[src/rtl/ship_placer.sv]
// Ship-placement controller for the player's board: clears the board RAM, steers the
// placement cursor, overlap-checks each ship against the RAM and writes SHIP cells.
module ship_placer #(
    parameter int GRID   = 10,
    parameter int RAM_AW = 10
) (
    input  logic              clk,
    input  logic              rst,
    input  logic              start,
    input  logic              btn_up,
    input  logic              btn_down,
    input  logic              btn_left,
    input  logic              btn_right,
    input  logic              btn_rotate,
    input  logic              btn_place,
    input  logic [1:0]        ram_rdata,
    output logic [RAM_AW-1:0] ram_addr,
    output logic [1:0]        ram_wdata,
    output logic              ram_we,
    output logic [7:0]        cursor,
    output logic              ghost_ship,
    output logic [2:0]        ship_idx,
    output logic              place_err,
    output logic              busy,
    output logic              done
);
    localparam int         CELLS = GRID * GRID;
    localparam logic [1:0] EMPTY = 2'd0;
    localparam logic [1:0] SHIP  = 2'd3;

    typedef enum logic [2:0] {
        S_IDLE, S_CLEAR, S_AIM, S_CHECK, S_WRITE, S_NEXT, S_DONE
    } state_t;

    state_t      state, state_d;
    logic [3:0]  cur_x, cur_y;
    logic        vert;
    logic [2:0]  k;
    logic        iss_vld, cmp_vld, cmp_last;
    logic [2:0]  len;
    logic [3:0]  lim, x_max, y_max;
    logic        k_last, clr_last, chk_hit, chk_done;
    logic        busy_d, done_d, ghost_d;

    function automatic logic [2:0] ship_len(input logic [2:0] idx);
        case (idx)
            3'd0:    ship_len = 3'd5;
            3'd1:    ship_len = 3'd4;
            3'd2:    ship_len = 3'd3;
            3'd3:    ship_len = 3'd3;
            default: ship_len = 3'd2;
        endcase
    endfunction

    function automatic logic [RAM_AW-1:0] cell_addr(input logic [3:0] cx, input logic [3:0] cy,
                                                    input logic cv, input logic [2:0] ck);
        logic [RAM_AW-1:0] ax, ay;
        ax = RAM_AW'(cx) + (cv ? RAM_AW'(0) : RAM_AW'(ck));
        ay = RAM_AW'(cy) + (cv ? RAM_AW'(ck) : RAM_AW'(0));
        cell_addr = ay * RAM_AW'(GRID) + ax;
    endfunction

    assign cursor   = {cur_x, cur_y};
    assign len      = ship_len(ship_idx);
    // Largest anchor along the ship's own axis that still keeps the whole hull on the board.
    assign lim      = 4'(GRID) - {1'b0, len};
    assign x_max    = vert ? 4'(GRID - 1) : lim;
    assign y_max    = vert ? lim : 4'(GRID - 1);
    assign k_last   = (k == len - 3'd1);
    assign clr_last = (ram_addr == RAM_AW'(CELLS - 1));
    // cmp_vld marks that ram_rdata carries the cell read on the previous cycle.
    assign chk_hit  = cmp_vld && (ram_rdata == SHIP);
    assign chk_done = cmp_vld && cmp_last && (ram_rdata != SHIP);

    always_ff @(posedge clk) begin
        if (rst) state <= S_IDLE;
        else     state <= state_d;
    end

    always_comb begin
        state_d = state;
        if (start) begin
            state_d = S_CLEAR;
        end else begin
            case (state)
                S_IDLE:  state_d = S_IDLE;
                S_CLEAR: if (clr_last) state_d = S_AIM;
                S_AIM:   if (btn_place) state_d = S_CHECK;
                S_CHECK: begin
                    if (chk_hit)       state_d = S_AIM;
                    else if (chk_done) state_d = S_WRITE;
                end
                S_WRITE: if (k_last) state_d = S_NEXT;
                S_NEXT:  state_d = (ship_idx == 3'd4) ? S_DONE : S_AIM;
                S_DONE:  state_d = S_DONE;
                default: state_d = S_IDLE;
            endcase
        end
    end

    always_comb begin
        busy_d  = (state_d == S_CLEAR) || (state_d == S_CHECK) || (state_d == S_WRITE);
        done_d  = (state_d == S_DONE);
        ghost_d = (state_d == S_AIM);
    end

    always_ff @(posedge clk) begin
        if (rst) begin
            cur_x      <= '0;
            cur_y      <= '0;
            vert       <= 1'b0;
            k          <= '0;
            iss_vld    <= 1'b0;
            cmp_vld    <= 1'b0;
            cmp_last   <= 1'b0;
            ram_addr   <= '0;
            ram_wdata  <= EMPTY;
            ram_we     <= 1'b0;
            ship_idx   <= '0;
            place_err  <= 1'b0;
            busy       <= 1'b0;
            done       <= 1'b0;
            ghost_ship <= 1'b0;
        end else begin
            place_err  <= 1'b0;
            busy       <= busy_d;
            done       <= done_d;
            ghost_ship <= ghost_d;
            if (start) begin
                ram_addr  <= '0;
                ram_wdata <= EMPTY;
                ram_we    <= 1'b1;
                ship_idx  <= '0;
                cur_x     <= '0;
                cur_y     <= '0;
                vert      <= 1'b0;
                iss_vld   <= 1'b0;
                cmp_vld   <= 1'b0;
                cmp_last  <= 1'b0;
            end else begin
                case (state)
                    S_CLEAR: begin
                        if (clr_last) begin
                            ram_we   <= 1'b0;
                            ship_idx <= '0;
                            cur_x    <= '0;
                            cur_y    <= '0;
                            vert     <= 1'b0;
                        end else begin
                            ram_addr <= ram_addr + RAM_AW'(1);
                        end
                    end
                    S_AIM: begin
                        if (btn_place) begin
                            k        <= '0;
                            ram_addr <= cell_addr(cur_x, cur_y, vert, 3'd0);
                            iss_vld  <= 1'b1;
                            cmp_vld  <= 1'b0;
                            cmp_last <= 1'b0;
                        end else if (btn_rotate) begin
                            vert <= ~vert;
                            if (!vert && cur_y > lim) cur_y <= lim;
                            if (vert && cur_x > lim)  cur_x <= lim;
                        end else if (btn_up) begin
                            if (cur_y != 4'd0) cur_y <= cur_y - 4'd1;
                        end else if (btn_down) begin
                            if (cur_y < y_max) cur_y <= cur_y + 4'd1;
                        end else if (btn_left) begin
                            if (cur_x != 4'd0) cur_x <= cur_x - 4'd1;
                        end else if (btn_right) begin
                            if (cur_x < x_max) cur_x <= cur_x + 4'd1;
                        end
                    end
                    S_CHECK: begin
                        cmp_vld  <= iss_vld;
                        cmp_last <= iss_vld && k_last;
                        if (chk_hit) begin
                            place_err <= 1'b1;
                            iss_vld   <= 1'b0;
                            cmp_vld   <= 1'b0;
                        end else if (chk_done) begin
                            k         <= '0;
                            ram_addr  <= cell_addr(cur_x, cur_y, vert, 3'd0);
                            ram_wdata <= SHIP;
                            ram_we    <= 1'b1;
                            iss_vld   <= 1'b0;
                            cmp_vld   <= 1'b0;
                        end else if (iss_vld && !k_last) begin
                            k        <= k + 3'd1;
                            ram_addr <= cell_addr(cur_x, cur_y, vert, k + 3'd1);
                        end else begin
                            iss_vld <= 1'b0;
                        end
                    end
                    S_WRITE: begin
                        if (k_last) begin
                            ram_we <= 1'b0;
                        end else begin
                            k        <= k + 3'd1;
                            ram_addr <= cell_addr(cur_x, cur_y, vert, k + 3'd1);
                        end
                    end
                    S_NEXT: begin
                        ship_idx <= ship_idx + 3'd1;
                        cur_x    <= '0;
                        cur_y    <= '0;
                        vert     <= 1'b0;
                    end
                    default: ;
                endcase
            end
        end
    end
endmodule

[config.mk]
export PLATFORM = sky130hd
export DESIGN_NAME = ship_placer
export DESIGN_NICKNAME = d
export VERILOG_FILES = /design/src/rtl/ship_placer.sv
export SDC_FILE = /design/constraint.sdc
export NUM_CORES = 1
export LEC_CHECK = 0
export ABC_AREA = 1
export CORE_MARGIN = 10
export CORE_UTILIZATION = 50
export DETAILED_ROUTE_END_ITERATION = 16
export PLACE_DENSITY = 0.75
export SLEW_MARGIN = 20
export SYNTH_ARGS = -nofsm -noshare
export SYNTH_HDL_FRONTEND = slang
export SYNTH_SLANG_ARGS = --single-unit
[constraint.sdc]
create_clock -name clk -period 3.3 [get_ports clk]
set_clock_uncertainty 0.15 [all_clocks]
set_input_delay 0.495 -clock clk [delete_from_list [all_inputs] [get_ports clk]]
set_output_delay 0.495 -clock clk [all_outputs]
set_load 0.03 [all_outputs]
Word level (Yosys, flattened, before mapping). Index checks and enable logic that the tools add are counted.

Add/subtract/negate cells: 13. Multipliers: 2. Magnitude comparators: 4. Equality and inequality tests: 42. Multiplexer cells: 67. Bitwise logic cells: 4. Reduce and logical (&&, ||, !) cells: 33.

Operators with widths (number): $mux W4 (19); $mux W10 (6); $mux W3 (15); $pmux W10 S4 (1); $ne A4 B4 Y1 const B (7); $ne A3 B3 Y1 const B (9); $pmux W4 S3 (2); $eq A3 B2 Y1 const B (6); $eq A3 B3 Y1 const B (6); $pmux W3 S3 (2); $pmux W3 S6 (1); $ne A2 B2 Y1 const B (8); $reduce_bool A4 Y1 (4); $mux W1 (15); $reduce_and A6 Y1 (2); $add A10 B1 Y10 const B (1); $add A4 B3 Y5 (2); $add A9 B5 Y10 (1); $eq A10 B7 Y1 const B (1); $add A8 B4 Y9 (1); $eq A3 B1 Y1 const B (3); $reduce_and A9 Y1 (1); $add A4 B1 Y4 const B (2); $gt A4 B4 Y1 (2); 26 further kinds (48).

Register bits after elaboration: 37. Input port bits: 11. Output and inout port bits: 28. Word-level logic and storage cells: 181.

Logic depth before layout (Yosys ltp).
Depth in word-level cells: 14. Depth in mapped cells: 23. Gate-level depth less buffers: 23.

Worst setup path after synthesis. Ideal clock, no wire load.

Kind: register -> register. From: register k[0]. To: register ram_addr[7]. Library setup time: 0.109 ns. Arrival: 3.049 ns. Data required time: 3.041 ns. Setup slack: -0.008 ns. Cell stages (with the launch flop): 23. Path buffers: 0. Period minus slack after synthesis: 3.308 ns. Path through: dfxtp_1 > ha_1 > xnor2_1 > nor2_1 > ha_1 > nand3_1 > nand3_1 > nand2_1 > nand2_1 > nor2_1 > nor2_1 > ha_1 > ha_1 > nand2_1 > nand2_1 > o21ai_0 > nor2_1 > inv_1 > nand3_1 > nand3_1 > nand3_1 > nand2_1 > inv_1.

Word-level cells in the longest chain between the ends: 9. Elaborated cells between the ends (all ways): 18. Those cells by class: add/sub (4); mul (1); eq/ne (3); mux (7); reduce/logical (3).

Ends and longest elaborated chain: from (decl) (line 38) `logic [2:0] k;`; from (signal assigned) (line 189) `k <= k + 3'd1;`; from (signal assigned) (line 199) `k <= k + 3'd1;`; $add A3 B1 Y3 (line 190, 200); $mux W3 (line 59) `ay = RAM_AW'(cy) + (cv ? RAM_AW'(ck) : RAM_AW'(0));`; $add A4 B3 Y5 (line 59); $mul A5 B3 Y8 (line 60) `cell_addr = ay * RAM_AW'(GRID) + ax;`; $add A9 B5 Y10 (line 60); $mux W10 (line 188) `end else if (iss_vld && !k_last) begin`; $mux W10 (line 181) `end else if (chk_done) begin`; $mux W10 (line 177) `if (chk_hit) begin`; $pmux W10 S4 (line 141) `case (state)`; to (signal assigned) (line 150) `ram_addr <= ram_addr + RAM_AW'(1);`; to (signal assigned) (line 183) `ram_addr <= cell_addr(cur_x, cur_y, vert, 3'd0);`; to (signal assigned) (line 190) `ram_addr <= cell_addr(cur_x, cur_y, vert, k + 3'd1);`; to (decl) (line 17) `output logic [RAM_AW-1:0] ram_addr,`.

Several ways; a longest one is shown, not always the timed one. The select of a mux whose other input is x is not followed. A chain may end at the register's enable or synchronous reset.

Final worst setup path. Same ends and word-level chain as after synthesis.

==> summary.txt <==
Run status
  • Run status: finished, final reports clean

Timing
  • Fmax: 0.307 GHz
  • Worst Setup Slack, final: 0.0456 ns
  • Relative slew slack: 0.648
  • Hold Vio Cnt, Final: 0
  • Portion of the clock cycle consumed by the worst path in the final layout: 0.986
  • Count of final setup violators: 0
  • Slew of the pin with the lowest slew margin: 0.527 ns
  • Minimum clock period after layout: 3.25 ns
  • Unrepaired setup endpoints after global routing: yes
  • Total count of max-transition violations in the final report: 0

Synthesis
  • Count of synthesis-stage warnings from yosys: 0
  • Post-Syn Area: 3690 um2
  • Syn nets: 630
  • Register area share after synthesis: 0.201
  • Per-instance average area after synthesis: 6.54 um2
  • Post-synthesis instance total: 565
  • Seq cells post-synth: 37
  • Number of different library cells in the post-synthesis netlist: 40

Finish
  • Layout area overhead: 29.9%
  • Fin nets: 705
  • Area occupied by multi-input gates: 2840 um2
  • Number of filler instances in the final layout: 634
  • Non-filler cells in the finished layout: 740
  • Sequential cell area: 743 um2
  • Share of final-layout standard cells stronger than drive strength 1: 0.186
  • Final antenna diode count: 0

Clock tree
  • Max clock buf depth: 2
  • Total CTS buffers: 5
  • Number of H-tree branching levels: 2
  • CTS tree: done
  • Sink count of the clock tree: 37
  • Clock network latency to the later pin of the worst-skew pair: 0.30 ns
  • Clock transition time at the flip-flop clock pins of the worst setup and hold paths: 0.09 ns
  • Root Driver: sky130_fd_sc_hd__clkbuf_8

Global routing
  • Number of antenna violations at the first check in global routing: 1
  • Global-route total usage across every layer: 0.187
  • Vias in the first global route: 3852
  • Pin count of the biggest net entering global routing: 18
  • GRT overflow: 0
  • First-pass GRT wire length: 17.9 mm

Critical path
  • Crit start category: flip-flop
  • Crit Path Category: reg2reg
  • Highest fanout seen on the critical path: 3
  • Arrival time reported for the critical path endpoint: 3.31 ns
  • Top cell by count, worst path: sky130_fd_sc_hd__inv_1
  • Critical Path Sink Type: flip-flop
  • Required time of the worst setup path: 3.35 ns
  • Slowest CP cell: sky130_fd_sc_hd__fa_2
  • Critical path, cell by cell: buf_4 > nor2_1 > ha_2 > fa_2 > inv_2 > fa_1 > inv_1 > fa_2 > inv_1 > nor2_2 > o21ai_2 > nor2_2 > inv_1 > nand3_1 > nand3_1 > nand3_1 > nand2_1 > inv_1
  • Delay contributed by the slowest stage of the critical path: 0.55 ns

Floorplanning
  • Top-level I/O count: 39
  • Starting density of the core: 0.512
  • Core outline area: 7210 um2
  • Die ar.: 11200 um2
  • Number of placement rows: 31
  • Die height: 106 um
  • Die extent in x: 106 um

Power and ir drop
  • Power density cells: 222 nW/um2
  • Static leakage: 0.00222 uW
  • Worst supply voltage drop on vdd: 0.176 mV

Drt
  • Detail-routed via count per cell: 5.38
  • First-iteration detailed-routing DRC count: 219
  • Count of antenna-violating nets left after detailed routing: 0
  • DR DRC count: 0
  • Total wire length: 10.7 mm
  • Vias: 3982
  • Wire length per cell after detailed routing: 14.5 um
  • Number of optimization iterations in the first detailed-route pass: 5

Placed design
  • Placed cells: 719
  • Count of input and output buffers: 38
  • Detailed placement HPWL: 8.12 mm
  • Weighted congestion reported at the end of routability-driven placement: 0.902
  • Place WS: -0.173 ns

Flow run
  • Maximum Capacitance Violations: 0

Min path
  • Classification of the worst-slack hold path: reg2reg
[synth_stat cells (all sizes together)]
library cell / number / area [um2]
a221oi: 1 / 8.76
a211oi: 5 / 37.5
ha: 45 / 563
a21o: 1 / 7.51
o21bai: 1 / 7.51
a31oi: 1 / 6.26
xor2: 8 / 70.1
buf: 5 / 33.8
o221ai: 3 / 26.3
dfxtp: 37 / 741
o22a: 1 / 8.76
clkinv: 1 / 3.75
nand3: 49 / 245
o22ai: 1 / 6.26
nor3: 10 / 61.3
xnor2: 8 / 70.1
nor2: 79 / 324
or2: 2 / 12.5
o21ai: 28 / 148
clkbuf: 4 / 15.0
fa: 9 / 180
a21boi: 1 / 7.51
o211ai: 2 / 28.8
nor4: 2 / 12.5
nand2: 130 / 493
nand4: 7 / 56.3
inv: 84 / 315
a21oi: 40 / 204
[where the power goes]
part	switching, uW	internal, uW
registers	13.2	456
logic	139	103
clock network	184	170
[flip-flops by register name (all words and copies together) (netlist names)]
register / count
ram_addr: 10
ram_we: 1
state: 3
busy: 1
ship_idx: 3
cur_x: 4
cmp_last: 1
k: 3
ghost_ship: 1
cur_y: 4
cmp_vld: 1
done: 1
vert: 1
ram_wdata: 1
iss_vld: 1
place_err: 1
[layout make-up]
class | instances | area share
Clock inverter | 2 | 0.00287
Timing Repair Buffer | 77 | 0.140
Inverter | 85 | 0.0665
Tap cell | 99 | 0.0258
Multi-Input combinational cell | 434 | 0.592
Sequential cell | 37 | 0.155
Clock buffer | 6 | 0.0172
[per-layer routing]
layer,part of all wire,track usage,up-vias
met5,0,0,-
met4,0.021,0.0600,0
met3,0.062,0.0320,18
met2,0.50,0.331,113
met1,0.42,0.225,1859
li1,-,-,1992
[metrics by stage]
| step | total power, uW | util | setup TNS (ns) | cell area, um2 | hold slack (ns) |
|---|---|---|---|---|---|
| CTS | 1060 | 0.642 | 0 | 4630 | 0.318 |
| global placement | 694 | 0.602 | -0.182 | 4350 | 0.305 |
| global route | 1120 | 0.665 | -0.390 | 4800 | 0.365 |
| finish | 1070 | 0.665 | 0 | 4800 | 0.314 |
| floorplan | 620 | - | 0 | 3700 | 0.294 |
| detailed placement | 700 | 0.602 | -0.530 | 4350 | 0.306 |
[cells by family (layout without fill, tap and decap cells)]
kind of cell             count (synthesis)  in the layout  share of synthesized area
XOR/XNOR                                16             16                     0.0379
flip-flops                              37             37                      0.201
AND/OR/NAND/NOR                        279            279                      0.326
AO/OA/AOI/OAI                           85             85                      0.134
buffers and inverters                   94            170                     0.0996
adder cells (fa/ha/maj)                 54             54                      0.201
[repair_timing]
| item | 4_1_cts | 5_1_grt |
|---|---|---|
| setup endpoints to repair | 7 | 7 |
| gates resized for setup | 26 | 30 |
| pin swaps | 15 | 15 |
| hold buffers | 0 | 0 |
| setup buffers | 10 | 3 |
[cells in the final DEF (no fill, tap or decap), types with 8 or more instances in the layout]
cell                              instances
sky130_fd_sc_hd__nand3_2                  8
sky130_fd_sc_hd__nand2_1                123
sky130_fd_sc_hd__o21ai_1                  8
sky130_fd_sc_hd__nor2_1                  67
sky130_fd_sc_hd__inv_2                   14
sky130_fd_sc_hd__nand3_1                 39
sky130_fd_sc_hd__inv_1                   71
sky130_fd_sc_hd__o21ai_0                 17
sky130_fd_sc_hd__clkdlybuf4s50_1         38
sky130_fd_sc_hd__buf_4                   39
sky130_fd_sc_hd__a21oi_1                 37
sky130_fd_sc_hd__nor3_1                   9
sky130_fd_sc_hd__dfxtp_1                 35
sky130_fd_sc_hd__ha_1                    37
[path summary, 6_finish.rpt]
check	start	end	slack [ns]	depth (start not counted)
worst min-delay path	cmp_last	cmp_last	0.31	2
worst max register to register	k[0]	ram_addr[7]	0.05	18
worst max-delay path	k[0]	ram_addr[7]	0.05	18
worst min register to register	cmp_last	cmp_last	0.31	2
[worst max-delay path, delay by kind of cell, from the launching register on]
kind,cells,cell delay [ns]
adders and majority gates,4,1.59
and+or+nand+nor,7,0.46
buffers and inverters,6,0.42
DFF,1,0.36
AOI/OAI and AO/OA,1,0.18
Power figures use the tool's default switching activity.
